### config.mk
export PLATFORM = sky130hd
export DESIGN_NAME = wb_bus_ctrl
export DESIGN_NICKNAME = d
export VERILOG_FILES = /design/src/rtl/wb_bus_ctrl.sv
export SDC_FILE = /design/constraint.sdc
export NUM_CORES = 1
export LEC_CHECK = 0
export ABC_AREA = 1
export BUFFER_PORTS_ARGS = -buffer_cell sky130_fd_sc_hd__buf_2
export CORE_UTILIZATION = 35
export DETAILED_ROUTE_END_ITERATION = 8
export SYNTH_ARGS = -nofsm -noshare
export SYNTH_HDL_FRONTEND = slang
export SYNTH_SLANG_ARGS = --single-unit
### constraint.sdc
create_clock -name PClk -period 2.5 [get_ports PClk]
set_input_delay 0.375 -clock PClk [delete_from_list [all_inputs] [get_ports PClk]]
set_output_delay 0.375 -clock PClk [all_outputs]
set_load 0.02 [all_outputs]
### src/rtl/wb_bus_ctrl.sv
`default_nettype none
// ============================================================================
//  Module      : wb_bus_ctrl
//  Description : Sequences bridge I/O requests onto the shared 8-bit
//                Wishbone peripheral bus (UART, timer). Decodes the target,
//                strobes it until ACK or timeout, and returns one Ready
//                pulse with read data or an error flag.
//  Revision    : 1.0 - initial release
// ============================================================================
module wb_bus_ctrl #(
  parameter int TIMEOUT = 16  // max STROBE cycles without ACK, 2..255
) (
  input  logic       PClk,
  input  logic       Reset,
  // requester side
  input  logic       Req,
  input  logic       RW,
  input  logic [4:0] Addr,
  input  logic [7:0] WData,
  output logic [7:0] RData,
  output logic       Ready,
  output logic       Err,
  // Wishbone side
  output logic [4:0] ADR_WB,
  output logic [7:0] DAT_WB,
  output logic       WE_WB,
  output logic       STB_UART,
  input  logic       ACK_UART,
  input  logic [7:0] DAT_UART,
  output logic       STB_TMR,
  input  logic       ACK_TMR,
  input  logic [7:0] DAT_TMR
);

  localparam logic [1:0] c_S_IDLE   = 2'd0;
  localparam logic [1:0] c_S_STROBE = 2'd1;
  localparam logic [1:0] c_S_DONE   = 2'd2;
  localparam logic [1:0] c_S_ERR    = 2'd3;

  // last STROBE cycle allowed before the transaction is abandoned
  localparam logic [7:0] c_TO_LAST = 8'(TIMEOUT - 1);

  logic [1:0] r_state;
  logic [7:0] r_cnt;
  logic       r_sel_tmr;   // 0 = UART selected, 1 = timer selected
  logic [7:0] r_rdata;

  logic       w_ack;
  logic [7:0] w_dat;

  // Only the selected device's ACK/data matter; the other slave is ignored.
  assign w_ack = r_sel_tmr ? ACK_TMR : ACK_UART;
  assign w_dat = r_sel_tmr ? DAT_TMR : DAT_UART;

  // Strobes and completion flags come straight from registered state.
  assign STB_UART = (r_state == c_S_STROBE) && !r_sel_tmr;
  assign STB_TMR  = (r_state == c_S_STROBE) &&  r_sel_tmr;
  assign Ready    = (r_state == c_S_DONE) || (r_state == c_S_ERR);
  assign Err      = (r_state == c_S_ERR);
  // Error completions report zero data; the capture register itself is kept.
  assign RData    = (r_state == c_S_ERR) ? 8'h00 : r_rdata;

  // Transaction sequencer: latch request, strobe, wait for ACK or timeout.
  always_ff @(posedge PClk) begin
    if (Reset) begin
      r_state   <= c_S_IDLE;
      r_cnt     <= 8'h00;
      r_sel_tmr <= 1'b0;
      r_rdata   <= 8'h00;
      ADR_WB    <= 5'h00;
      DAT_WB    <= 8'h00;
      WE_WB     <= 1'b0;
    end else begin
      case (r_state)
        c_S_IDLE: begin
          if (Req) begin
            ADR_WB    <= Addr;
            DAT_WB    <= WData;
            WE_WB     <= RW;
            r_sel_tmr <= Addr[3];
            r_cnt     <= 8'h00;
            // Addr[4] is byte address bit 6: upper half of the map is empty
            r_state   <= Addr[4] ? c_S_ERR : c_S_STROBE;
          end
        end
        c_S_STROBE: begin
          // ACK takes priority over a timeout expiring in the same cycle
          if (w_ack) begin
            if (!WE_WB) begin
              r_rdata <= w_dat;
            end
            r_state <= c_S_DONE;
          end else if (r_cnt == c_TO_LAST) begin
            r_state <= c_S_ERR;
          end else if (r_cnt != 8'hFF) begin
            r_cnt <= r_cnt + 8'h01;
          end
        end
        c_S_DONE: r_state <= c_S_IDLE;
        c_S_ERR:  r_state <= c_S_IDLE;
        default:  r_state <= c_S_IDLE;
      endcase
    end
  end

endmodule
`default_nettype wire

# == Word level (Yosys, flattened, before mapping) ==
# Cells that the tools add are included.
# totals
regBits,33
inputBits,35
elab_cells,43
# classes
add_sub_neg,1
n_eq_ne,10
n_mux,13
bitwise_logic,1
reduce_logical,11
# ops
cell,n
$mux W8,6
$pmux W8 S2,1
$add A8 B1 Y8 const B,1
$eq A8 B4 Y1 const B,1
$mux W2,4
$ne A8 B8 Y1 const B,1
$ne A2 B2 Y1 const B,3
$pmux W2 S3,1
$reduce_and A5 Y1,1
$eq A2 B2 Y1 const B,2
$reduce_and A2 Y1,2
$ne A3 B2 Y1 const B,1
$reduce_and A3 Y1,1
$eq A2 B1 Y1 const B,1
$logic_and A1 B1 Y1,2
$logic_not A2 Y1,1
$ne A2 B1 Y1 const B,1
$reduce_bool A2 Y1,1
$reduce_or A2 Y1,1
$logic_not A1 Y1,1
$logic_or A1 B1 Y1,1
$mux W1,1
$not A1 Y1,1

# == Depth between registers and ports, before layout ==
# logic_depth
depth_word,5
ltp_mapped,9
depth_no_buf,9

# == Worst setup path after synthesis ==
# No wires, ideal clock.
# synth_timing
path_kind,reg-to-output
startpoint,register r_state[1]
endpoint,output RData[0]
t_arrival_ns,1.066
t_required_ns,2.125
path_slack_ns,1.059
path_stages_with_launch,4
cell_sequence,dfxtp_1 -> nand2_1 -> clkinv_1 -> nor2_1
# synth_via
elab_chain_len,2
# synth_rtl
item,line_no,rtl
"start, declared",43,logic [1:0] r_state;
"start signal, assigned",66,r_state <= c_S_IDLE;
"start signal, assigned",83,r_state <= Addr[4] ? c_S_ERR : c_S_STROBE;
"start signal, assigned",92,r_state <= c_S_DONE;
$eq A2 B2 Y1,-,
net Err,22,"output logic Err,"
$mux W8,61,assign RData = (r_state == c_S_ERR) ? 8'h00 : r_rdata;
"end, declared",20,"output logic [7:0] RData,"
# The timed path passes the listed nets, and every way through them passes these cells.

==> flow_metrics.env <==
export IMPL_dp_hpwl_um=2820
export IMPL_p_seq_share_pct=45.5
export IMPL_grt_use_total_pct=17.0
export IMPL_grt_max_degree=25
export IMPL_combPwrFrac_pct=20.7
export IMPL_skew_ns=0.00444
export IMPL_p_sw_uw=397
export IMPL_finalPower_mw=1.26
export IMPL_status="completed"
export IMPL_io_buffers=60
export IMPL_first_global_vias=1521
export IMPL_clk_latency_ns=0.29
export IMPL_ir_drop_mv=0.306
export IMPL_synth_fp_nets=283
export IMPL_syn_to_final_growth_pct=26.1
export IMPL_ios=61
export IMPL_cts_hold_buf=0
export IMPL_slew_violations=0
export IMPL_drive_above_1_share_pct=25.2
export IMPL_worst_ep_arrival_time_ns=1.42
export IMPL_synth_most_common_cell="nor2_1"
export IMPL_netlist_top_cells_area="dfxtp_1 40%, nor2_1 17%, nand2_1 12%"
export IMPL_wl_met3_um=192
export IMPL_ys_seq_area_share_pct=40.3
export IMPL_ant_nets=0
export IMPL_routed_via_count=1646
export IMPL_critPathRequiredTime_ns=2.12
export IMPL_cts_tree="yes"
export IMPL_yosysTopAreaCellShare_pct=40.3
export IMPL_p_per_area_nw_per_um2=628
export IMPL_synthArstFlopShare_pct=0
export IMPL_cts_setup_buffers=0
export IMPL_cts_buffers=5
export IMPL_wl_met1_um=1750
export IMPL_synth_area_leader_cell="dfxtp_1"
export IMPL_path_class="register to output pin"
export IMPL_clock_fmax_mhz=557
export IMPL_synthCells=247
export IMPL_hp_class="primary input to register"
export IMPL_switching_share_pct=31.6
export IMPL_die_area_um2=4810
export IMPL_clock_sinks=32
export IMPL_rsz0062_at_grt="false"
export IMPL_worst_slew_pin_slew_ns=0.606
export IMPL_ctsResizeCount=0
export IMPL_die_y_um=69.4
export IMPL_wl_met2_um=1820
export IMPL_clkPwrFrac_pct=33.8
export IMPL_viasPerCell=4.60
export IMPL_coreArea_um2=4350
export IMPL_path_max_fanout=12
export IMPL_start_util_pct=36.5
export IMPL_synth_edf_count=0
export IMPL_slew_headroom_pct=59.6
export IMPL_fp_dieW_um=69.4
export IMPL_synthFlopType="dfxtp_1"
export IMPL_drc_errors=0
export IMPL_drt_initial_drc_count=59
export IMPL_critPathLaunchType="register"
export IMPL_htree_levels=2
export IMPL_fin_crit_ns=1.79
export IMPL_syn_area_per_cell_um2=6.43
export IMPL_drt_pass1_iterations=4
export IMPL_nets=341
export IMPL_fin_crit_sh_pct=71.8
export IMPL_top_layer_used="met4"
export IMPL_finalSetupViolCount=0
export IMPL_finalWirelength_um=3800
export IMPL_synth_seq_cells=32
export IMPL_rows=24
export IMPL_synth_area_um2=1590
export IMPL_gr_total_overflow=0
export IMPL_final_setup_tns_ns=0
export IMPL_fin_util_pct=46.0
export IMPL_hold_viol=0
export IMPL_wire_per_inst_um=10.6
export IMPL_p_leak_nw=0.979
export IMPL_routabilityCongestion=0.788
export IMPL_worstSetupEndpointType="output pin"
export IMPL_antenna_cells=0
export IMPL_max_cap_violations=0
export IMPL_p_int_uw=861
export IMPL_grt_pass1_wl_um=6590
export IMPL_cts_root_buf="clkbuf_8"
export IMPL_ys_warn_count=0
export IMPL_path_clk_slew_ns=0.07
export IMPL_synth_distinct_cells=25
export IMPL_netlist_top_cells_count="74 x nor2_1, 51 x nand2_1, 32 x dfxtp_1"
export IMPL_clk_path_buf_depth=2
export IMPL_antenna_found_initial=0
-- cell type report --
| class | instances | area [µm²] |
|---|---|---|
| fillers | 474 | 2350 |
| multi-input cells | 182 | 808 |
| flip-flops and latches | 32 | 641 |
| repair buffers | 60 | 300 |
| inverters | 24 | 91.3 |
| clock buffers | 6 | 82.6 |
| well taps | 52 | 65.1 |
| clock inverters | 2 | 15.0 |
-- critical path, stage by stage (launching register included) --
cell     delay, ns
dfxtp_1       0.55
inv_1         0.27
nor2_1        0.14
buf_2         0.17
-- logic make-up (layout without fill, tap and decap cells) --
kind of cell               after synthesis  count (layout)  synth area share (%)
AOI/OAI and AO/OA                       33              33                  10.4
DFF                                     32              32                  40.3
buffers and inverters                   33              92                  8.82
and+or+nand+nor                        147             147                  39.1
xor gates and xnor gates                 1               1                 0.551
adders and majority gates                1               1                 0.787
-- metrics by stage --
step                std cells  worst slack, ns  area (µm²)  hold WS (ns)
floorplan                 247             1.06        1590         0.455
global placement          350            0.704        1910         0.462
detailed placement        350            0.717        1910         0.474
CTS                       358            0.689        2000         0.330
global route              358            0.481        2000         0.345
finish                    358            0.705        2000         0.332
-- sequential cells by signal (all words and copies together) (netlist names) --
| name | flops |
|---|---|
| r_rdata | 8 |
| ADR_WB | 5 |
| WE_WB | 1 |
| r_cnt | 8 |
| r_state | 2 |
| DAT_WB | 8 |
-- routing by layer --
metal / up-vias / global-route usage, %
met5: - / 0
met4: 0 / 6.58
met3: 4 / 4.94
met2: 41 / 28.7
met1: 719 / 20.3
li1: 882 / -
-- power groups by stage --
| stage | registers (mW) | logic (mW) | clock network, mW |
|---|---|---|---|
| global route | 0.579 | 0.293 | 0.455 |
| detailed placement | 0.584 | 0.265 | 0 |
| finish | 0.573 | 0.260 | 0.425 |
| CTS | 0.573 | 0.265 | 0.435 |
| global placement | 0.585 | 0.262 | 0 |
| floorplan | 0.605 | 0.159 | 0 |
-- cells in the final DEF (no fill, tap or decap) --
cell type   count
a21oi_1        10
and2_1          1
buf_2          60
clkbuf_8        6
clkinv_1        1
clkinv_2        1
clkinvlp_4      2
dfxtp_1        32
ha_1            1
inv_1          21
inv_2           1
nand2_1        51
nand2_2         3
nand2_4         2
nand3_1         9
nand3_4         1
nand3b_1        1
nor2_1         74
nor2_4          1
nor3_1          2
nor3b_1         1
nor4_1          1
o21ai_0        23
xor2_1          1
-- path summary, 6_finish.rpt --
path                   start          to  slack (ns)  cells after the start
setup / recovery   ADR_WB[3]     STB_TMR        0.71                      3
hold / removal      WData[6]   DAT_WB[6]        0.33                      3
setup reg to reg   ADR_WB[3]  r_rdata[2]        0.73                      8
hold reg to reg   r_rdata[3]  r_rdata[3]        0.48                      2
(Power assumes the default switching activity.)
